==> src/rtl/fifo_burst_reader.sv <==
// Drains the dual-clock FIFO in fixed-length bursts into a valid/ready stream with a last marker.
// Latency: strobe at t, word valid at t+2; a 2-entry skid buffer plus read credit absorbs m_ready_i stalls.
module fifo_burst_reader #(
  parameter int DATA_WIDTH = 32,
  parameter int ADDR_WIDTH = 4,
  parameter int BURST_LEN  = 4
) (
  input  logic                  Read_clock___i,
  input  logic                  rst_async_la_i,
  input  logic                  enable_i,
  input  logic [ADDR_WIDTH:0]   burst_len_i,
  input  logic                  fifo_empty_i,
  input  logic                  fifo_almost_empty_i,
  input  logic [DATA_WIDTH-1:0] fifo_data_i,
  output logic                  fifo_read_enable_o,
  output logic [ADDR_WIDTH-1:0] fifo_differenceAE_o,
  output logic [DATA_WIDTH-1:0] m_data_o,
  output logic                  m_valid_o,
  output logic                  m_last_o,
  input  logic                  m_ready_i,
  output logic                  busy_o,
  output logic [15:0]           burst_count_o
);

  localparam int MAX_NUM = 2**ADDR_WIDTH;

  typedef logic [ADDR_WIDTH:0] len_t;

  localparam len_t MAX_LEN   = len_t'(MAX_NUM);
  localparam len_t RESET_LEN = len_t'(BURST_LEN);

  typedef enum logic [1:0] {
    S_IDLE,
    S_ARM,
    S_BURST,
    S_DRAIN
  } state_t;

  state_t state_r, state_nxt;

  len_t len_r;
  len_t remaining_r;
  len_t len_clamped;
  logic load_len;
  logic load_rem;

  logic inflight_r;
  logic inflight_last_r;

  logic [1:0]            occ_r;
  logic [DATA_WIDTH-1:0] slot0_dat, slot1_dat;
  logic                  slot0_last, slot1_last;

  logic       rd_en;
  logic       pop;
  logic       push;
  logic       credit;
  logic [2:0] pending;

  // Out-of-range requests are folded into 1..MAX_NUM before they reach len_r.
  always_comb begin
    len_clamped = burst_len_i;
    if (burst_len_i == '0) begin
      len_clamped = len_t'(1);
    end else if (burst_len_i > MAX_LEN) begin
      len_clamped = MAX_LEN;
    end
  end

  assign fifo_differenceAE_o = ADDR_WIDTH'(len_r - len_t'(1));

  assign pop  = m_valid_o & m_ready_i;
  assign push = inflight_r;

  // Words already owed to the skid buffer must leave room for the one this strobe will return.
  assign pending = {1'b0, occ_r} + {2'b00, inflight_r};
  assign credit  = pending < (3'd2 + {2'b00, pop});

  assign rd_en = (state_r == S_BURST) & (remaining_r != '0) & ~fifo_empty_i & credit;
  assign fifo_read_enable_o = rd_en;

  assign busy_o    = (state_r != S_IDLE);
  assign m_valid_o = (occ_r != 2'd0);
  assign m_data_o  = slot0_dat;
  assign m_last_o  = slot0_last & m_valid_o;

  always_ff @(posedge Read_clock___i or negedge rst_async_la_i) begin
    if (!rst_async_la_i) begin
      state_r <= S_IDLE;
    end else begin
      state_r <= state_nxt;
    end
  end

  always_comb begin
    state_nxt = state_r;
    load_len  = 1'b0;
    load_rem  = 1'b0;
    case (state_r)
      S_IDLE: begin
        if (enable_i) begin
          state_nxt = S_ARM;
          load_len  = 1'b1;
        end
      end
      S_ARM: begin
        if (!fifo_empty_i && !fifo_almost_empty_i) begin
          state_nxt = S_BURST;
          load_rem  = 1'b1;
        end else if (!enable_i) begin
          state_nxt = S_IDLE;
        end
      end
      S_BURST: begin
        if ((remaining_r == '0) || (rd_en && (remaining_r == len_t'(1)))) begin
          state_nxt = S_DRAIN;
        end
      end
      S_DRAIN: begin
        if (pop && m_last_o) begin
          state_nxt = S_IDLE;
        end
      end
      default: state_nxt = S_IDLE;
    endcase
  end

  always_ff @(posedge Read_clock___i or negedge rst_async_la_i) begin
    if (!rst_async_la_i) begin
      len_r           <= RESET_LEN;
      remaining_r     <= '0;
      inflight_r      <= 1'b0;
      inflight_last_r <= 1'b0;
      burst_count_o   <= 16'd0;
    end else begin
      if (load_len) begin
        len_r <= len_clamped;
      end
      if (load_rem) begin
        remaining_r <= len_r;
      end else if (rd_en) begin
        remaining_r <= remaining_r - len_t'(1);
      end
      inflight_r      <= rd_en;
      inflight_last_r <= rd_en & (remaining_r == len_t'(1));
      if (pop && m_last_o) begin
        burst_count_o <= burst_count_o + 16'd1;
      end
    end
  end

  // slot0 is always the head; simultaneous push/pop keeps occupancy unchanged.
  always_ff @(posedge Read_clock___i or negedge rst_async_la_i) begin
    if (!rst_async_la_i) begin
      occ_r      <= 2'd0;
      slot0_dat  <= '0;
      slot1_dat  <= '0;
      slot0_last <= 1'b0;
      slot1_last <= 1'b0;
    end else begin
      case ({push, pop})
        2'b10: begin
          if (occ_r == 2'd0) begin
            slot0_dat  <= fifo_data_i;
            slot0_last <= inflight_last_r;
          end else begin
            slot1_dat  <= fifo_data_i;
            slot1_last <= inflight_last_r;
          end
          occ_r <= occ_r + 2'd1;
        end
        2'b01: begin
          slot0_dat  <= slot1_dat;
          slot0_last <= slot1_last;
          occ_r      <= occ_r - 2'd1;
        end
        2'b11: begin
          if (occ_r == 2'd1) begin
            slot0_dat  <= fifo_data_i;
            slot0_last <= inflight_last_r;
          end else begin
            slot0_dat  <= slot1_dat;
            slot0_last <= slot1_last;
            slot1_dat  <= fifo_data_i;
            slot1_last <= inflight_last_r;
          end
        end
        default: begin
        end
      endcase
    end
  end

endmodule

==> config.mk <==
export PLATFORM = sky130hd
export DESIGN_NAME = fifo_burst_reader
export DESIGN_NICKNAME = d
export VERILOG_FILES = /design/src/rtl/fifo_burst_reader.sv
export SDC_FILE = /design/constraint.sdc
export NUM_CORES = 1
export LEC_CHECK = 0
export BUFFER_PORTS_ARGS = -buffer_cell sky130_fd_sc_hd__buf_4
export CAP_MARGIN = 20
export CORE_MARGIN = 4
export CORE_UTILIZATION = 40
export CTS_BUF_LIST = sky130_fd_sc_hd__clkbuf_4 sky130_fd_sc_hd__clkbuf_8 sky130_fd_sc_hd__clkbuf_16
export DETAILED_ROUTE_END_ITERATION = 8
export HOLD_SLACK_MARGIN = 0.05
export PLACE_DENSITY = 0.59
export REMOVE_ABC_BUFFERS = 1
export SETUP_SLACK_MARGIN = 0.4
export SYNTH_ARGS = -nofsm -noshare
export SYNTH_HDL_FRONTEND = slang
export SYNTH_SLANG_ARGS = --single-unit
==> constraint.sdc <==
create_clock -name Read_clock___i -period 2.3 [get_ports Read_clock___i]
set_input_delay 0.46 -clock Read_clock___i [delete_from_list [all_inputs] [get_ports Read_clock___i]]
set_output_delay 0.46 -clock Read_clock___i [all_outputs]
set_load 0.005 [all_outputs]
### Yosys cells after proc, flatten, opt, wreduce, memory -nomap -nowiden

Index checks and enable logic that the tools add are counted.

| storage, ports and cells | value |
|---|---|
| register bits after elaboration | 98 |
| latch bits | 0 |
| bits in writable memories | 0 |
| memory bits (read-only) | 0 |
| output and inout port bits | 56 |
| logic and storage cells | 89 |
| memories kept | 0 |

| cells by class | value |
|---|---|
| add/subtract/negate cells | 7 |
| $mul | 0 |
| div/mod/pow operators | 0 |
| $lt $le $gt $ge | 2 |
| equality and inequality tests | 15 |
| shift operators | 0 |
| mux-type cells | 27 |
| bitwise logic cells | 7 |
| reductions and logical operators | 20 |

Operators with widths:

| cell | count |
|---|---|
| 32-bit two-way mux | 4 |
| 32-bit one-hot mux with 3 select lines | 1 |
| 32-bit one-hot mux with 2 select lines | 1 |
| 5-bit two-way mux | 4 |
| 16-bit by 1-bit adder with 16-bit output, second input constant | 1 |
| 5-bit logical NOT | 2 |
| 2-bit two-way mux | 5 |
| 2-bit inequality test, second input constant | 5 |
| 2-bit nonzero test | 5 |
| 2-bit equality test, second input constant | 4 |
| 1-bit two-way mux | 8 |
| 2-bit one-hot mux with 4 select lines | 1 |
| 1-bit AND | 6 |
| 2-bit by 1-bit equality test with 1-bit output, second input constant | 3 |
| 5-bit by 1-bit equality test with 1-bit output, second input constant | 1 |
| 5-bit > comparator, second input constant | 1 |
| 5-bit nonzero test | 1 |
| 5-bit by 1-bit subtractor with 5-bit output, second input constant | 1 |
| 2-bit logical NOT | 2 |
| 2-bit one-hot mux with 2 select lines | 1 |
| 4-bit AND reduction | 1 |
| 4-bit by 1-bit subtractor with 4-bit output, second input constant | 1 |
| 2-bit by 1-bit adder with 3-bit output | 1 |
| 2-bit by 1-bit adder with 3-bit output, first input constant | 1 |
| other kinds (14) | 17 |

### Longest topological paths before layout

| depth | value |
|---|---|
| depth after elaboration | 9 |
| depth in mapped cells | 11 |

### Least setup slack after synthesis

Ideal clock, no wire load.

| path | value |
|---|---|
| path kind | reg2reg |
| from | reg occ_r[0] |
| to | reg slot1_dat[10] |
| library setup time | 125 ps |
| arrival | 2070 ps |
| slack | 105 ps |
| stages on the path, launching flop included | 10 |
| path buffers | 1 |
| clock period less this slack | 2195 ps |
| cell sequence | dfrtp_1 inv_1 ha_1 inv_1 nand2_1 inv_2 ha_1 o211ai_1 buf_2 mux2_2 |

| between the ends | value |
|---|---|
| longest elaborated chain between the ends | 5 |

Ends and longest elaborated chain:

| item | line | RTL |
|---|---|---|
| from (decl) | 50 | `logic [1:0] occ_r;` |
| from (signal assigned) | 170 | `occ_r <= occ_r + 2'd1;` |
| from (signal assigned) | 175 | `occ_r <= occ_r - 2'd1;` |
| 2-bit nonzero test (*) | 83 | `assign m_valid_o = (occ_r != 2'd0);` |
| named net m_valid_o | 18 | `output logic m_valid_o,` |
| 1-bit AND (*) | 72 | `assign pop = m_valid_o & m_ready_i;` |
| 2-bit equality test | 161 | `case ({push, pop})` |
| 2-bit inequality test (no source line) / 2-bit nonzero test (equally long branches) | -- |  |
| 3-bit AND reduction (no source line) | -- |  |
| to (signal assigned) | 167 | `slot1_dat <= fifo_data_i;` |
| to (signal assigned) | 184 | `slot1_dat <= fifo_data_i;` |
| to (decl) | 51 | `logic [DATA_WIDTH-1:0] slot0_dat, slot1_dat;` |

The timed path passes the listed nets; every way through them passes the cells marked *.
A chain may end at the register's enable or synchronous reset.

### Worst setup path after layout

| path | value |
|---|---|
| from | reg occ_r[0] |
| to | out fifo_read_enable_o |

| between the ends | value |
|---|---|
| longest elaborated chain between the ends | 5 |

Ends and longest elaborated chain:

| item | line | RTL |
|---|---|---|
| 2-bit nonzero test | 83 |  |
| 1-bit AND | 72 |  |
| 2-bit by 1-bit adder with 3-bit output | 77 | `assign credit = pending < (3'd2 + {2'b00, pop});` |
| 3-bit < comparator (*) | 77 |  |
| 1-bit AND (*) | 79 | `assign rd_en = (state_r == S_BURST) & (remaining_r != '0) & ~fifo_empty_i & credit;` |
| to (decl) | 15 | `output logic fifo_read_enable_o,` |

Mark *: on every way between the ends. The rest lies on a longest branch, timed or not.

==> impl_metrics.tcl <==
set metrics [dict create \
    ys_seq_area_frac 0.568 \
    setup_viol 1 \
    synth_top_family_by_area "compound AO/OA/AOI/OAI gates" \
    synthMuxAreaShare 0.0886 \
    grt_use_total 0.167 \
    grt_first_pass_wirelength_um 16900 \
    arrival_ps 1970 \
    layout_setup_ws_ps -127 \
    drtPass1Iterations 4 \
    mostFrequentLayoutCell "buf_4" \
    timing.rr.start "occ_r[0]" \
    dp.final_hpwl_um 6200 \
    violations "setup timing" \
    drt-initial-drc-count 155 \
    startpoint "occ_r[0]" \
    top_layer "met4" \
    synthAdderAreaFrac 0.0348 \
    slew_headroom 0.652 \
    yosysTopAreaCell "dfrtp_1" \
    met2_wirelength_um 5150 \
    initial_core_util 0.415 \
    cts_sinks 98 \
    layout.cells.non_filler 663 \
    place_ws_ps -86.7 \
    finalWirelength_um 10400 \
    drcViolationCount 0 \
    hp-class "primary input to async pin" \
    final_cell_mix "buf_4 (118), dfrtp_1 (97), nand2_1 (57)" \
    period_share 1.06 \
    cts.path.max_buffers 2 \
    r2r_end "state_r[0]" \
    worstRegToRegCells 8 \
    grt_pass1_vias 3387 \
    port_buffers 98 \
    synth_area_per_cell_um2 11.2 \
    synth-compound-area-share 0.125 \
    drv_slew 0 \
    fin_skew_ps 13.4 \
    hold_viol 0 \
    clock_latency_ps 360 \
    synth.cell_area_um2 4320 \
    ir_drop_mv 0.521 \
    r2r_slack_ps 170 \
    crit_path_end_kind "output pin" \
    p_leak_nw 2.85 \
    crit_type "flop to output pin" \
    vias_per_cell 5.05 \
    drv_cap 0 \
    place_area_um2 5290 \
    drt-met1-wl_um 4610 \
    cts_root_buffer "clkbuf_8" \
    crit_slowest_cell "dfrtp_1" \
    num_vias 3350 \
    synth.distinct_cells 35 \
    p_total_mw 7.83 \
    grt_max_degree 99 \
    die-area_um2 12500 \
    fp-row-count 37 \
    crit_required_ps 1840 \
    status "complete, but fails checks" \
    crit_chain "ha_1, or3b_4, a211oi_4, nand2_2, inv_2, buf_6" \
    tightest_slew_ps 521 \
    ys_ff_latch 98 \
    die_w_um 112 \
    fmaxAchievable_mhz 412 \
    netlist_top_cells_area "dfrtp_1 (56%), mux2_2 (8.9%), a22oi_1 (5.7%), nand2_1 (5.3%), o21ai_0 (4.3%)" \
    fp.dieH_um 112 \
    wl_met3_um 494 \
    cts_made_buffers 9 \
    hold_slack_ps 137 \
    start_kind "flop" \
    synth-simple-area-share 0.111 \
    wl_per_cell_um 15.7 \
    syn2layout_area_growth_pct 40.7 \
    dp_cells 614 \
    yosys_warnings 0 \
    diodes 0 \
    ant_nets 0 \
    num_io_pins 99 \
    h-tree-depth 3 \
    power_density_nw_per_um2 1290 \
    rsz0062_at_grt "true" \
    synth_top_area_frac 0.562 \
    synthCells 386 \
    fin_nets 577 \
    gp_congestion 0.733 \
    cts_tree "done" \
    period_minus_slack_ps 2430 \
    critPathMaxFanout 4 \
    cp_slowest_stage_delay_ps 420 \
    core-area_um2 10400 \
    critPathCapture "fifo_read_enable_o" \
    drive_gt1_frac 0.431 \
    clk_pin_slew_ps 100 \
    synthXorXnorAreaFrac 0.0446 \
    grt_overflow 0 \
    final_area_um2 6080 \
    antenna_found_initial 0 \
    cts_hold_buf 0 \
]
==> layer usage <==
metal,track usage,vias up
met3,0.0342,11
met5,0,-
met1,0.219,1643
met2,0.275,71
li1,-,1625
met4,0.0592,0
==> what timing repair did <==
item,in CTS,in global routing
setup endpoints to repair,75,80
hold endpoints to repair,0,0
setup buffers,18,8
pin swaps,9,6
gates cloned,7,0
gates resized for setup,36,29
==> synthesized netlist by cell type <==
cell / instances
a211oi_4: 1
a21o_1: 1
a21oi_1: 4
a22oi_1: 33
and2_1: 2
and2b_2: 1
and3_1: 3
and4_1: 2
and4b_2: 1
buf_1: 1
buf_2: 4
clkbuf_1: 12
dfrtp_1: 97
dfstp_2: 1
ha_1: 12
inv_1: 12
inv_2: 2
mux2_2: 34
nand2_1: 61
nand2b_1: 4
nand3_1: 11
nand4_1: 2
nor2_1: 10
nor3_1: 5
o211ai_1: 2
o211ai_2: 1
o21ai_0: 37
o21ai_1: 3
o221ai_1: 1
o31ai_1: 1
or2_2: 1
or3b_1: 1
or3b_4: 1
xnor2_1: 12
xor2_1: 10
==> through the flow <==
step	util	TNS, ps
final	0.583	-127
after global routing	0.583	-238
after CTS	0.565	-154
after detailed placement	0.508	-1280
after global placement	0.508	0
after floorplan	-	-70890
==> registers in the layout, indices dropped and copies added (netlist names), named ones only <==
| name | cells |
|---|---|
| remaining_r | 5 |
| slot0_last | 1 |
| len_r | 5 |
| slot1_dat | 32 |
| state_r | 1 |
| inflight_last_r | 1 |
| slot1_last | 1 |
| m_data_o | 32 |
| occ_r | 2 |
| inflight_r | 1 |
| burst_count_o | 16 |
==> worst max-delay path: cells and delay by family (launching register included) <==
kind            cells  cell delay [ps]
buf+inv             2              170
fa+ha+maj           1              290
flops               1              420
compound gates      1              240
simple gates        2              500
==> worst min-delay path by stage <==
stage                           start                 to  slack [ps]  cells past startpoint
floorplan              rst_async_la_i          async pin         160                      0
global placement    burst_count_o[15]  burst_count_o[15]         460                      1
detailed placement  burst_count_o[15]  burst_count_o[15]         460                      1
CTS                    rst_async_la_i   burst_count_o[0]         160                      2
global route           rst_async_la_i   burst_count_o[0]         190                      2
finish                 rst_async_la_i  burst_count_o[11]         140                      2
==> area by class of cell <==
| class | instances | area [um^2] |
|---|---|---|
| Sequential cell | 98 | 2450 |
| Inverter | 14 | 55.1 |
| Clock buffer | 9 | 124 |
| Multi-Input combinational cell | 260 | 1970 |
| Fill cell | 913 | 4340 |
| Clock inverter | 7 | 58.8 |
| Tap cell | 136 | 170 |
| Timing Repair Buffer | 139 | 1250 |
==> report_power, final <==
part	total (mW)	internal (mW)	switching (mW)
Sequential	2.86	2.43	0.433
Clock	1.06	0.413	0.643
Combinational	3.92	2.22	1.70
Total	7.83	5.06	2.77
==> logic make-up after synthesis <==
| group | Yosys count |
|---|---|
| buf+inv | 31 |
| xor+xnor | 22 |
| mux | 34 |
| simple gates | 105 |
| flops | 98 |
| fa+ha+maj | 12 |
| compound gates | 84 |
No activity file was read; power rests on OpenSTA's default activity.
